## src/rtl/slot_bitmap_allocator_pkg.sv

```systemverilog
// Shared types for the slot bitmap allocator and anything that sizes itself
// from the same slot count.
package slot_bitmap_allocator_pkg;

  localparam int unsigned SLOT_WIDTH_DEFAULT = 16;

  // Classification of the release request seen in one cycle.
  typedef enum logic [1:0] {
    FREE_NONE    = 2'd0,  // no release, or release masked by flush
    FREE_LEGAL   = 2'd1,  // in-range index of a busy slot
    FREE_ILLEGAL = 2'd2   // out of range or double free
  } free_kind_e;

endpackage : slot_bitmap_allocator_pkg

```

## src/rtl/priority_finder.sv

```systemverilog
// Bitmask to index: reports whether any request bit is set and the index of
// the winning bit (lowest index when FIRST_PRIORITY=1, highest otherwise).
module priority_finder #(
  parameter int unsigned WIDTH          = 16,
  parameter bit          FIRST_PRIORITY = 1'b1,
  localparam int unsigned IDX_W         = (WIDTH > 1) ? $clog2(WIDTH) : 1
) (
  input  logic [WIDTH-1:0] req_i,
  output logic             valid_o,
  output logic [IDX_W-1:0] index_o
);

  // Scan in priority order and latch onto the first set bit.
  always_comb begin
    // NOTE: every output gets a default before the loop so that no path
    // through this block leaves a value unassigned (which would infer a latch).
    valid_o = 1'b0;
    index_o = '0;
    for (int unsigned i = 0; i < WIDTH; i++) begin
      if (!valid_o) begin
        if (FIRST_PRIORITY && req_i[i]) begin
          valid_o = 1'b1;
          index_o = IDX_W'(i);
        end else if (!FIRST_PRIORITY && req_i[WIDTH-1-i]) begin
          valid_o = 1'b1;
          index_o = IDX_W'(WIDTH-1-i);
        end
      end
    end
  end

endmodule : priority_finder

```

## src/rtl/slot_bitmap_allocator.sv

```systemverilog
// Busy-bitmap slot allocator: same-cycle grant of the lowest free slot,
// one-hot release by index, flush to all-free, occupancy count and a sticky
// error flag for illegal releases (out of range or double free).
module slot_bitmap_allocator
  import slot_bitmap_allocator_pkg::*;
#(
  parameter int unsigned  WIDTH   = SLOT_WIDTH_DEFAULT,
  localparam int unsigned INDEX_W = $clog2(WIDTH),
  localparam int unsigned CNT_W   = $clog2(WIDTH + 1)
) (
  input  logic               clk,
  input  logic               rst,
  input  logic               alloc_req_i,
  output logic               alloc_valid_o,
  output logic [INDEX_W-1:0] alloc_index_o,
  output logic               alloc_grant_o,
  input  logic               free_valid_i,
  input  logic [INDEX_W-1:0] free_index_i,
  input  logic               flush_i,
  output logic [CNT_W-1:0]   free_count_o,
  output logic               full_o,
  output logic               empty_o,
  output logic               error_o
);

  logic [WIDTH-1:0] busy_q, busy_d;
  logic [CNT_W-1:0] free_count_q, free_count_d;
  logic             error_q, error_d;

  logic [WIDTH-1:0] alloc_set;
  logic [WIDTH-1:0] free_clr;
  logic             free_in_range;
  free_kind_e       free_kind;

  // Lowest free slot is found on the inverted busy map.
  priority_finder #(
    .WIDTH         (WIDTH),
    .FIRST_PRIORITY(1'b1)
  ) u_free_finder (
    .req_i  (~busy_q),
    .valid_o(alloc_valid_o),
    .index_o(alloc_index_o)
  );

  assign alloc_grant_o = alloc_req_i && alloc_valid_o && !flush_i;

  // Zero-extend by one bit so the range check also works when WIDTH is a
  // power of two and every encodable index is legal.
  assign free_in_range = ({1'b0, free_index_i} < (INDEX_W + 1)'(WIDTH));

  // Classify the release and build the one-hot set/clear masks.
  always_comb begin
    free_kind = FREE_NONE;
    if (free_valid_i && !flush_i) begin
      if (free_in_range && busy_q[free_index_i]) free_kind = FREE_LEGAL;
      else                                       free_kind = FREE_ILLEGAL;
    end
    alloc_set = alloc_grant_o             ? (WIDTH'(1) << alloc_index_o) : '0;
    free_clr  = (free_kind == FREE_LEGAL) ? (WIDTH'(1) << free_index_i)  : '0;
  end

  // Next-state for bitmap, counter and sticky error; flush beats alloc/free.
  always_comb begin
    busy_d       = (busy_q | alloc_set) & ~free_clr;
    free_count_d = free_count_q;
    error_d      = error_q | (free_kind == FREE_ILLEGAL);
    if (flush_i) begin
      busy_d       = '0;
      free_count_d = CNT_W'(WIDTH);
    end else if (alloc_grant_o && (free_kind != FREE_LEGAL)) begin
      free_count_d = free_count_q - CNT_W'(1);
    end else if (!alloc_grant_o && (free_kind == FREE_LEGAL)) begin
      free_count_d = free_count_q + CNT_W'(1);
    end
  end

  // State registers with synchronous reset overriding all other activity.
  always_ff @(posedge clk) begin
    // NOTE: state is written with non-blocking assignments so every register
    // samples the pre-edge values, independent of statement order.
    if (rst) begin
      busy_q       <= '0;
      free_count_q <= CNT_W'(WIDTH);
      error_q      <= 1'b0;
    end else begin
      busy_q       <= busy_d;
      free_count_q <= free_count_d;
      error_q      <= error_d;
    end
  end

  assign free_count_o = free_count_q;
  assign full_o       = (free_count_q == '0);
  assign empty_o      = (free_count_q == CNT_W'(WIDTH));
  assign error_o      = error_q;

  // The counter must always equal the number of clear bits in the bitmap.
  count_matches_bitmap : assert property (
    @(posedge clk) disable iff (rst)
      $countones(~busy_q) == int'(free_count_q)
  );

endmodule : slot_bitmap_allocator

```

## config.mk

```make
export PLATFORM = sky130hd
export DESIGN_NAME = slot_bitmap_allocator
export DESIGN_NICKNAME = d
export VERILOG_FILES = /design/src/rtl/slot_bitmap_allocator_pkg.sv /design/src/rtl/priority_finder.sv /design/src/rtl/slot_bitmap_allocator.sv
export SDC_FILE = /design/constraint.sdc
export NUM_CORES = 1
export LEC_CHECK = 0
export ABC_AREA = 1
export BUFFER_PORTS_ARGS = -buffer_cell sky130_fd_sc_hd__buf_2
export CAP_MARGIN = 10
export CORE_MARGIN = 2
export CORE_UTILIZATION = 57
export CTS_CLUSTER_SIZE = 40
export DETAILED_ROUTE_END_ITERATION = 10
export HOLD_SLACK_MARGIN = 0.03
export PLACE_DENSITY = 0.91
export SLEW_MARGIN = 20
export SYNTH_ARGS = -nofsm -noshare
export SYNTH_HDL_FRONTEND = slang
export SYNTH_SLANG_ARGS = --single-unit
```

## constraint.sdc

```tcl
create_clock -name clk -period 3.78 [get_ports clk]
set_input_delay 0.756 -clock clk [delete_from_list [all_inputs] [get_ports clk]]
set_output_delay 0.756 -clock clk [all_outputs]
set_load 0.02 [all_outputs]
```

Yosys cells after proc, flatten, opt, wreduce, memory -nomap -nowiden:

Cells that the tools add are included.

* flip-flop bits (word level): 22
* input bits: 9
* word-level logic and storage cells: 96

* add/subtract/negate cells: 2
* order comparisons: 1
* equal/unequal tests: 4
* shifts and indexed selects: 2
* muxes and demuxes: 69
* bitwise gates (word level): 5
* reductions and logical operators: 10

Operators by type and width (count)
* 4-bit 2-to-1 mux: 28
* 1-bit 2-to-1 mux: 34
* 16-bit 2-to-1 mux: 2
* 16-bit NOT: 2
* 1-bit by 4-bit << shifter with 16-bit output (first input constant): 2
* 16-bit bitwise AND: 1
* 16-bit bitwise OR: 1
* 5-bit 2-to-1 mux: 2
* 5-bit by 1-bit adder with 5-bit output (second input constant): 1
* 5-bit equality test (second input constant): 1
* 1-bit logical AND: 5
* 5-bit zero test: 1
* 4-bit by 5-bit less-than comparator with 1-bit output (second input constant): 1
* 5-bit by 1-bit subtractor with 5-bit output (second input constant): 1
* 1-bit binary-select mux with 4-bit select: 1
* 2-bit 2-to-1 mux: 2
* 2-bit by 1-bit equality test with 1-bit output (second input constant): 1
* 2-bit equality test (second input constant): 1
* 1-bit zero test: 2
* 2-bit by 1-bit != test with 1-bit output (second input constant): 1
* 2-bit nonzero test: 1
* 2-bit OR reduction: 1
* 1-bit bitwise OR: 1

Logic depth before layout (Yosys ltp):

Gate-level depths: netlist (run 1).

* word-level depth: 35
* mapped depth: 19

Hierarchy:

From an unflattened synthesis (run 1), not the netlist that was laid out.

* cells, all modules: 304
* area, all modules: 1839.3 um^2

Modules (own cells, without submodules)
* slot_bitmap_allocator: times used 1, cells an instance 261, area each 1599.0 um^2, seq. area each 440.4 um^2
* priority_finder: times used 1, cells an instance 43, area each 240.2 um^2, seq. area each 0.0 um^2

Worst setup path after synthesis (run 1):

Ideal clock, no wire load.

* path kind: input port to flip-flop
* start: in free_index_i[0]
* end: reg free_count_q[4], in the netlist free_count_o[4]
* setup time: 0.115 ns
* arrival time: 2.934 ns
* path slack: 0.731 ns
* cell stages on the path: 17
* buffers on the path: 1
* cell sequence: nor2_1 > a22oi_1 > nand3_1 > nand3_1 > nand2_2 > nand2_1 > buf_6 > ha_1 > ha_1 > nand2_1 > nor2_1 > a211oi_1 > o21ai_0 > a21oi_1 > nor2_1 > nor2_1 > nand2_1

* longest elaborated chain between the ends: 7

Ends and longest elaborated chain
* start: declaration: RTL line slot_bitmap_allocator.sv:18 `input logic [INDEX_W-1:0] free_index_i,`
* 1-bit binary-select mux with 4-bit select *: RTL line slot_bitmap_allocator.sv:55 `if (free_in_range && busy_q[free_index_i]) free_kind = FREE_LEGAL;`
* 1-bit 2-to-1 mux (not written as such) *: RTL line slot_bitmap_allocator.sv:55
* 2-bit 2-to-1 mux *: RTL line slot_bitmap_allocator.sv:55
* 2-bit 2-to-1 mux *: RTL line slot_bitmap_allocator.sv:54 `if (free_valid_i && !flush_i) begin`
* 2-bit by 1-bit != test with 1-bit output or 2-bit by 1-bit equality test with 1-bit output (tied branches): RTL line slot_bitmap_allocator.sv:70, slot_bitmap_allocator.sv:72
* 1-bit logical AND (on tied branches): RTL line slot_bitmap_allocator.sv:70, slot_bitmap_allocator.sv:72
* 5-bit 2-to-1 mux or 2-bit nonzero test (tied branches)
* end signal: assignment: RTL line slot_bitmap_allocator.sv:83 `free_count_q <= CNT_W'(WIDTH);`
* end signal: assignment: RTL line slot_bitmap_allocator.sv:87 `free_count_q <= free_count_d;`
* end: declaration: RTL line slot_bitmap_allocator.sv:27 `logic [CNT_W-1:0] free_count_q, free_count_d;`

Every way passes the cells marked *; elsewhere a longest branch is shown, timed or not. The select of a mux whose other input is x is not followed.
A chain may end at the register's enable or synchronous reset.

Worst setup path after layout (run 1):

* start: reg busy_q[1]
* end: reg free_count_q[4], in the netlist free_count_o[4]

* longest elaborated chain between the ends: 22

Ends and longest elaborated chain
* start: declaration: RTL line slot_bitmap_allocator.sv:26 `logic [WIDTH-1:0] busy_q, busy_d;`
* start signal: assignment: RTL line slot_bitmap_allocator.sv:86 `busy_q <= busy_d;`
* 16-bit NOT: RTL line slot_bitmap_allocator.sv:40 `.req_i (~busy_q),`
* 1-bit 2-to-1 mux: RTL line priority_finder.sv:21 `if (FIRST_PRIORITY && req_i[i]) begin`
* 1-bit 2-to-1 mux (15 in series): RTL line priority_finder.sv:20 `if (!valid_o) begin`
* 1-bit logical AND (2 in series): RTL line slot_bitmap_allocator.sv:45 `assign alloc_grant_o = alloc_req_i && alloc_valid_o && !flush_i;`
* 1-bit zero test: RTL line slot_bitmap_allocator.sv:72 `end else if (!alloc_grant_o && (free_kind == FREE_LEGAL)) begin`
* 1-bit logical AND: RTL line slot_bitmap_allocator.sv:72
* 2-bit nonzero test (no source line)

Parallel ways exist; a longest one is shown, timed or not. The select of a mux whose other input is x is not followed.

==> impl_metrics.env, run 1 <==
export IMPL_outcome="finished clean"
export IMPL_grt_usage_pct=27.1
export IMPL_ioPinCount=23
export IMPL_ant_nets=0
export IMPL_ctsResizeCount=0
export IMPL_synth_area_sq_um=1660
export IMPL_hold_start="error_o"
export IMPL_dieArea_sq_um=3350
export IMPL_worstPathRequired_ns=4.02
export IMPL_hold_viol=0
export IMPL_r2r_cells=17
export IMPL_hpwl_mm=3.29
export IMPL_post_dp_cell_area_sq_um=1780
export IMPL_place_inst=306
export IMPL_yosys_warnings=0
export IMPL_setup_violations=0
export IMPL_r2r_start="busy_q[1]"
export IMPL_clk_pin_slew_ns=0.14
export IMPL_dp_slack_ns=0.469
export IMPL_met2_usage_pct=44.8
export IMPL_cts_tree="built"
export IMPL_tns_ns=0
export IMPL_p_leak_uw=0.000751
export IMPL_layout_setup_ws_ns=0.546
export IMPL_skew_ns=0.00764
export IMPL_met3_usage_pct=4.69
export IMPL_drv_cap=0
export IMPL_final_area_sq_um=1830
export IMPL_coreArea_sq_um=2760
export IMPL_ys_async_sr_fraction_pct=0
export IMPL_clk_latency_ns=0.33
export IMPL_fmax_mhz=309
export IMPL_synth_area_leaders="dfxtp_1, nand2_1, nor2_1"
export IMPL_hold_buffers=0
export IMPL_vias_per_cell=5.84
export IMPL_rows=19
export IMPL_hold_class="flop to flop"
export IMPL_place_congestion=0.977
export IMPL_num_vias=1811
export IMPL_critPathLaunch="busy_q[1]"
export IMPL_power_density_nw_per_um2=275
export IMPL_fillers=259
export IMPL_synth_net_count=271
export IMPL_holdWs_ns=0.459
export IMPL_critical_path_class="flop to flop"
export IMPL_post_cts_buffers=0
export IMPL_htreeDepth=1
export IMPL_area_growth_pct=10.6
export IMPL_postSynthCellCount=257
export IMPL_syn_mean_instance_area_sq_um=6.44
export IMPL_synth_edff_count=0
export IMPL_endpoint_kind="flop"
export IMPL_final_seq_area_sq_um=440
export IMPL_synth_top_cell_area_share_pct=26.6
export IMPL_layout_cells_non_filler=310
export IMPL_grt_overflow_total=0
export IMPL_synthTopCellsByCount="nand2_1, nor2_1, inv_1"
export IMPL_synth_top_flop_cell="dfxtp_1"
export IMPL_final_nets=294
export IMPL_cp_max_fo=11
export IMPL_maxSlewViolCount=0
export IMPL_crit_path_end="free_count_o[4]"
export IMPL_grt_max_degree=17
export IMPL_post_route_period_util_pct=85.6
export IMPL_routed_wl_mm=4.29
export IMPL_met1_usage_pct=35.6
export IMPL_grt_pass1_vias=1597
export IMPL_seq_area_frac_synth_pct=26.6
export IMPL_diodes=0
export IMPL_crit_arrival_ns=3.48
export IMPL_io_buffers=22
export IMPL_numCtsBuffers=3
export IMPL_clock_path_buffers=2
export IMPL_worst_pin_slew_ns=0.450
export IMPL_antenna_found_initial=0
export IMPL_synth_ff_latch_count=22
export IMPL_slew_limit_headroom_pct=69.9
export IMPL_synth_most_common_cell="nand2_1"
export IMPL_drt_iter0_markers=117
export IMPL_wl_per_cell_microns=13.8
export IMPL_multi_input_area_sq_um=1040
export IMPL_fin_crit_ns=3.23
export IMPL_clock_sinks=22
export IMPL_start_util_pct=60.0
export IMPL_reg2reg_to="free_count_o[4]"
export IMPL_cts_root_buf="clkbuf_4"
export IMPL_drive_above_1_share_pct=16.1
export IMPL_reg2reg_slack_ns=0.55
export IMPL_busiest_layer="met2"
export IMPL_drcViolationCount=0
export IMPL_synth_cell_type_count=33
export IMPL_synth_top_cell_by_area="dfxtp_1"
export IMPL_grt_pass1_wl_mm=7.12
export IMPL_firstDrtPassIters=5
export IMPL_die_width_microns=57.9
export IMPL_ir_drop_mv=0.251
export IMPL_cp_start_kind="flop"
export IMPL_die_y_microns=57.9
export IMPL_rsz0062_at_grt="false"
[worst max-delay path: stages (launching register included)]
cell	delay (ns)
dfxtp_1	0.48
nand2_2	0.13
nor2_4	0.23
nand3_4	0.17
nor2_8	0.16
nand3_4	0.10
nand2_2	0.22
inv_1	0.20
ha_1	0.30
ha_1	0.34
nand2_1	0.09
nor2_1	0.04
a211oi_1	0.22
o21ai_0	0.11
a21oi_1	0.16
nor2_1	0.06
nor2_1	0.08
nand2_1	0.05
[logic make-up after synthesis]
group	share of synthesized area, %
AOI/OAI and AO/OA	16.5
and+or+nand+nor	41.0
adders and majority gates	4.23
DFF	26.6
buffers and inverters	10.7
xor gates and xnor gates	1.06
[placed cells by master (no fill, tap or decap), types with 3 or more instances in the layout]
cell and instances:
nand2_1 51, a21oi_1 16, o21ai_0 15, a22oi_1 3, nand4_1 8, nand2_2 4
nor3_1 8, dfxtp_1 22, nand3_4 3, buf_2 22, inv_1 33, nor2_1 36
ha_1 4, clkbuf_4 3, nand3_1 23
[layer usage]
layer / part of all wire, % / vias to the layer above
li1: - / 897
met1: 41 / 809
met2: 49 / 88
met3: 7.5 / 17
met4: 2.5 / 0
met5: 0 / -
[worst min path at each step]
stage / endpoint / slack [ns] / cells past startpoint
finish: error_o / 0.46 / 2
global placement: error_o / 0.43 / 2
global route: error_o / 0.48 / 2
detailed placement: error_o / 0.45 / 2
CTS: error_o / 0.47 / 2
floorplan: busy_q[14] / 0.46 / 2
[state kept, by name, summed over array words and instances, names as in the netlist]
signal        cells
free_count_o      5
error_o           1
busy_q           16
[metrics by stage]
stage | power [uW] | util [%]
floorplan | 296 | -
global placement | 315 | 64.5
detailed placement | 317 | 64.5
CTS | 504 | 66.4
global route | 525 | 66.4
finish | 503 | 66.4
[power by group]
group | leakage [uW] | switching, uW | internal, uW
clock | 0.0000279 | 82.5 | 107
sequential | 0.000178 | 2.71 | 235
combinational | 0.000545 | 51.8 | 23.4
[cell type report]
type	count	share of cell area, %
multi-input combinational	193	56.7
sequential	22	24.1
inverter	36	7.38
timing repair buffer	24	6.84
tap	31	2.12
clock inverter	1	1.64
clock buffer	3	1.23
Power figures use the tool's default switching activity.
==> run 2: changes to the inputs <==
- BUFFER_PORTS_ARGS: -buffer_cell sky130_fd_sc_hd__buf_2 -> -buffer_cell sky130_fd_sc_hd__buf_4
- REMOVE_ABC_BUFFERS: not set -> 1
==> impl_metrics.env, run 2 (synthesis gave the netlist of run 1 again) <==
export IMPL_outcome="finished clean"
export IMPL_ant_nets=0
export IMPL_comb_power_share_pct=17.8
export IMPL_holdWs_ns=0.468
export IMPL_hold_viol=0
export IMPL_cts_root_buf="clkbuf_4"
export IMPL_largest_reg_flops=16
export IMPL_crit_arrival_ns=3.41
export IMPL_drcViolationCount=0
export IMPL_post_cts_buffers=0
export IMPL_clk_pin_slew_ns=0.14
export IMPL_io_buffers=22
export IMPL_grt_pass1_wl_mm=6.92
export IMPL_tns_ns=0
export IMPL_drv_cap=0
export IMPL_ir_drop_mv=0.196
export IMPL_cp_start_kind="flop"
export IMPL_place_congestion=0.908
export IMPL_fmax_mhz=315
export IMPL_setup_violations=0
export IMPL_slew_limit_headroom_pct=71.8
export IMPL_grt_pass1_vias=1535
export IMPL_layout_cells_non_filler=310
export IMPL_worstPathRequired_ns=4.02
export IMPL_wl_per_cell_microns=13.4
export IMPL_path_common_cell="nor2_1"
export IMPL_reg2reg_slack_ns=0.61
export IMPL_skew_ns=0.00926
export IMPL_hold_buffers=0
export IMPL_fin_util_pct=67.8
export IMPL_p_leak_uw=0.000756
export IMPL_firstDrtPassIters=6
export IMPL_regMostFlops="busy_q"
export IMPL_grt_usage_pct=26.4
export IMPL_grt_overflow_total=0
export IMPL_fin_crit_ns=3.17
export IMPL_place_inst=306
export IMPL_coreArea_sq_um=2760
export IMPL_power_frac_clock_pct=30.2
export IMPL_maxSlewViolCount=0
export IMPL_cts_tree="built"
export IMPL_vias_per_cell=5.77
export IMPL_p_switching_uw=134
export IMPL_post_route_period_util_pct=83.9
export IMPL_fillers=248
export IMPL_hpwl_mm=3.16
export IMPL_max_stage_delay_ns=0.44
export IMPL_clock_sinks=22
export IMPL_ctsResizeCount=0
export IMPL_die_y_microns=57.9
export IMPL_dieArea_sq_um=3350
export IMPL_antenna_found_initial=0
export IMPL_final_nets=294
export IMPL_drt_iter0_markers=115
export IMPL_clock_path_buffers=2
export IMPL_routed_wl_mm=4.14
export IMPL_critical_path_class="flop to flop"
export IMPL_htreeDepth=1
export IMPL_switching_share_pct=29.4
export IMPL_die_width_microns=57.9
export IMPL_layout_common_cells="nand2_1, nor2_1, inv_1, buf_4, nand3_1"
export IMPL_p_int_uw=323
export IMPL_diodes=0
export IMPL_rsz0062_at_grt="false"
export IMPL_start_util_pct=60.0
export IMPL_ioPinCount=23
export IMPL_clk_latency_ns=0.32
export IMPL_mostFrequentLayoutCell="nand2_1"
export IMPL_cpMaxStageDelayCell="dfxtp_1"
export IMPL_numCtsBuffers=3
export IMPL_path_cells="nand2_2 -> nor2_4 -> nand3_4 -> nor2_8 -> nand3_4 -> nand2_2 -> inv_1 -> ha_1 -> ha_1 -> nand2_1 -> nor2_1 -> a211oi_1 -> o21ai_0 -> a21oi_1 -> nor2_1 -> nor2_1 -> nand2_1"
export IMPL_endpoint_kind="flop"
export IMPL_num_vias=1789
export IMPL_hold_class="flop to flop"
export IMPL_seqPwrFrac_pct=52.0
export IMPL_area_growth_pct=12.9
export IMPL_grt_max_degree=17
export IMPL_power_density_nw_per_um2=245
export IMPL_cp_max_fo=11
export IMPL_drive_above_1_share_pct=16.1
export IMPL_rows=19
export IMPL_worst_pin_slew_ns=0.422
## run 2: cell type report
class | instances | area (sq um) | area share (%)
multi-input cells | 193 | 1040 | 55.6
inverters | 36 | 135 | 7.23
flip-flops and latches | 22 | 440 | 23.6
well taps | 31 | 38.8 | 2.07
clock buffers | 4 | 36.3 | 1.94
repair buffers | 24 | 180 | 9.64
## run 2: power groups by stage
stage	Combinational (uW)	Clock [uW]	Sequential, uW
2_1_floorplan	44.9	0	246
3_3_place_gp	78.6	0	243
3_5_place_dp	79.7	0	243
4_1_cts	80.3	137	238
5_1_grt	90.1	146	239
6_report	81.5	138	238
## run 2: final timing paths
path,depth (start not counted),from,endpoint
max,17,busy_q[0],free_count_o[4]
min,2,error_o,error_o
max reg2reg,17,busy_q[0],free_count_o[4]
min reg2reg,2,error_o,error_o
## run 2: per-stage QoR
| step | total power, uW | setup WS [ns] | area (sq um) |
|---|---|---|---|
| final | 458 | 0.609 | 1870 |
| after global placement | 322 | 0.599 | 1830 |
| after CTS | 455 | 0.639 | 1870 |
| after global routing | 475 | 0.298 | 1870 |
| after detailed placement | 323 | 0.452 | 1830 |
| after floorplan | 291 | 0.722 | 1610 |
## run 2: critical path: cells and delay by family (launching register included)
kind            cells  cell delay [ns]
simple gates       11             1.32
fa+ha+maj           2             0.65
compound gates      3             0.52
buf+inv             1             0.18
flops               1             0.44
## run 2: metal layers
layer,GRT usage (%),wire [microns],vias to the layer above
li1,-,-,895
met1,38.5,1830,775
met2,40.9,1850,100
met3,2.01,353,19
met4,9.97,111,0
met5,0,0,-
==> run 3: changes to the inputs <==
- ABC_AREA: 1 -> 0
- CORE_UTILIZATION: 57 -> 56
- clock period: 3.78 -> 3.2 ns (I/O delays scaled with it)
==> impl_metrics.env, run 3 <==
export IMPL_p_leak_uw=0.000639
export IMPL_dp_slack_ns=-0.120
export IMPL_endpoint_kind="output port"
export IMPL_crit_arrival_ns=2.43
export IMPL_power_frac_clock_pct=25.8
export IMPL_setup_violations=0
export IMPL_hold_buffers=0
export IMPL_synth_most_common_cell="dfxtp_1"
export IMPL_cp_depth=6
export IMPL_start_util_pct=59.7
export IMPL_die_width_microns=55.6
export IMPL_diodes=0
export IMPL_min_to="error_o"
export IMPL_seqPwrFrac_pct=56.1
export IMPL_drt_iter0_markers=99
export IMPL_final_nets=233
export IMPL_critPathBufInv=2
export IMPL_synth_top_cell_by_area="dfxtp_1"
export IMPL_worst_pin_slew_ns=0.628
export IMPL_post_route_period_util_pct=95.9
export IMPL_path_cells="nand4_2 -> or3_4 -> or4_4 -> o21ai_2 -> inv_4 -> buf_4"
export IMPL_hold_viol=0
export IMPL_wl_per_cell_microns=16.0
export IMPL_worstPathRequired_ns=2.56
export IMPL_r2r_cells=14
export IMPL_synth_area_sq_um=1490
export IMPL_ant_nets=0
export IMPL_cp_top_family="simple AND/OR/NAND/NOR gates"
export IMPL_clock_path_buffers=2
export IMPL_io_buffers=22
export IMPL_synth_top_cell_area_share_pct=29.5
export IMPL_cts_root_buf="clkbuf_4"
export IMPL_post_cts_buffers=0
export IMPL_fmax_mhz=326
export IMPL_vias_per_cell=6.51
export IMPL_critical_path_class="flop to output port"
export IMPL_dieArea_sq_um=3090
export IMPL_max_stage_delay_ns=0.52
export IMPL_place_inst=244
export IMPL_cts_tree="built"
export IMPL_clk_latency_ns=0.31
export IMPL_ys_async_sr_fraction_pct=0
export IMPL_skew_ns=0.00804
export IMPL_area_growth_pct=18.1
export IMPL_reg2reg_to="free_count_o[4]"
export IMPL_synth_area_leaders="dfxtp_1, a21oi_1, nor2_1"
export IMPL_grt_max_degree=20
export IMPL_layout_common_cells="buf_4, dfxtp_1, nor2_1, a21oi_1, o21ai_0"
export IMPL_numCtsBuffers=3
export IMPL_cpMaxStageDelayCell="or4_4"
export IMPL_syn_mean_instance_area_sq_um=7.85
export IMPL_die_y_microns=55.6
export IMPL_r2r_start="busy_q[1]"
export IMPL_hold_start="error_o"
export IMPL_tns_ns=0
export IMPL_cp_start_kind="flop"
export IMPL_postSynthCellCount=190
export IMPL_largest_reg_flops=16
export IMPL_grt_overflow_total=0
export IMPL_grt_pass1_wl_mm=6.69
export IMPL_layout_cells_non_filler=247
export IMPL_yosys_warnings=0
export IMPL_mostFrequentLayoutCell="buf_4"
export IMPL_fin_crit_ns=3.07
export IMPL_regMostFlops="busy_q"
export IMPL_power_density_nw_per_um2=284
export IMPL_synth_top_flop_cell="dfxtp_1"
export IMPL_antenna_found_initial=0
export IMPL_layout_setup_ws_ns=0.130
export IMPL_drcViolationCount=0
export IMPL_ioPinCount=23
export IMPL_firstDrtPassIters=5
export IMPL_reg2reg_slack_ns=0.26
export IMPL_p_int_uw=360
export IMPL_drv_cap=0
export IMPL_ctsResizeCount=0
export IMPL_grt_pass1_vias=1415
export IMPL_clk_pin_slew_ns=0.12
export IMPL_seq_area_frac_synth_pct=29.5
export IMPL_p_switching_uw=141
export IMPL_hpwl_mm=2.96
export IMPL_grt_usage_pct=26.7
export IMPL_clock_sinks=22
export IMPL_comb_power_share_pct=18.1
export IMPL_synth_ff_latch_count=22
export IMPL_num_vias=1609
export IMPL_synth_cell_type_count=45
export IMPL_switching_share_pct=28.1
export IMPL_hold_class="flop to flop"
export IMPL_ir_drop_mv=0.234
export IMPL_synth_edff_count=0
export IMPL_outcome="finished clean"
export IMPL_rows=18
export IMPL_routed_wl_mm=3.95
export IMPL_coreArea_sq_um=2500
export IMPL_maxSlewViolCount=0
export IMPL_slew_limit_headroom_pct=57.7
export IMPL_min_path_cells=2
export IMPL_rsz0062_at_grt="false"
export IMPL_cp_max_fo=9
export IMPL_synthTopCellsByCount="dfxtp_1, nor2_1, a21oi_1"
export IMPL_htreeDepth=1
export IMPL_place_congestion=0.924
export IMPL_drive_above_1_share_pct=23.0
-- run 3: cell types whose count changed after synthesis, sizes merged, moves of 6 or more --
| cell | change |
|---|---|
| inv | -20 |
| nand2 | -43 |
| nand2b | +6 |
| nand3 | -21 |
| nor2 | -19 |
| nor2b | +7 |
-- run 3: routing by layer --
metal	part of all wire (%)	global-route usage, %	vias up
li1	-	-	755
met5	0	0	-
met3	11	5.81	28
met4	3.4	9.76	0
met2	44	38.1	118
met1	42	39.3	708
-- run 3: how the worst max path moves through the flow --
stage                                   to            start  slack (ns)
after global placement     free_count_o[4]  free_index_i[0]        0.01
after global routing      alloc_index_o[0]        busy_q[1]        0.05
final                     alloc_index_o[0]        busy_q[1]        0.13
after CTS                 alloc_index_o[0]        busy_q[1]        0.10
after detailed placement   free_count_o[4]  free_index_i[0]       -0.12
after floorplan            free_count_o[4]  free_index_i[0]        0.23
-- run 3: logic make-up after synthesis --
family                   after synthesis  synth area share (%)
adder cells (fa/ha/maj)                5                  4.70
buffers and inverters                 21                  5.54
multiplexers                           6                  5.70
AO/OA/AOI/OAI                         56                  24.4
AND/OR/NAND/NOR                       77                  28.4
flip-flops                            22                  29.5
XOR/XNOR                               3                  1.76
-- run 3: tightest hold or removal path, cell delays in order (launching register included) --
cell,delay [ns]
dfxtp_1,0.33
nand2b_1,0.06
o31ai_1,0.06
-- run 3: final cells by class --
type | count | area, sq um
inverter | 14 | 55.1
clock buffer | 3 | 22.5
sequential | 22 | 440
tap | 30 | 37.5
fill | 197 | 738
multi-input combinational | 147 | 973
timing repair buffer | 31 | 233
-- run 3: metrics by stage --
stage | hold WS (ns) | total power (uW) | area (sq um) | util [%]
after floorplan | 0.450 | 334 | 1460 | -
after global placement | 0.465 | 373 | 1730 | 69.4
after detailed placement | 0.476 | 375 | 1730 | 69.4
after CTS | 0.499 | 498 | 1760 | 70.3
after global routing | 0.526 | 519 | 1760 | 70.5
final | 0.493 | 501 | 1760 | 70.5
-- run 3: power groups by stage --
stage                     logic [uW]  registers [uW]  clock network, uW
after floorplan                 44.1             289                  0
after global placement          86.3             287                  0
after detailed placement        88.3             287                  0
after CTS                       88.8             281                129
after global routing            98.4             282                139
final                           90.6             281                129
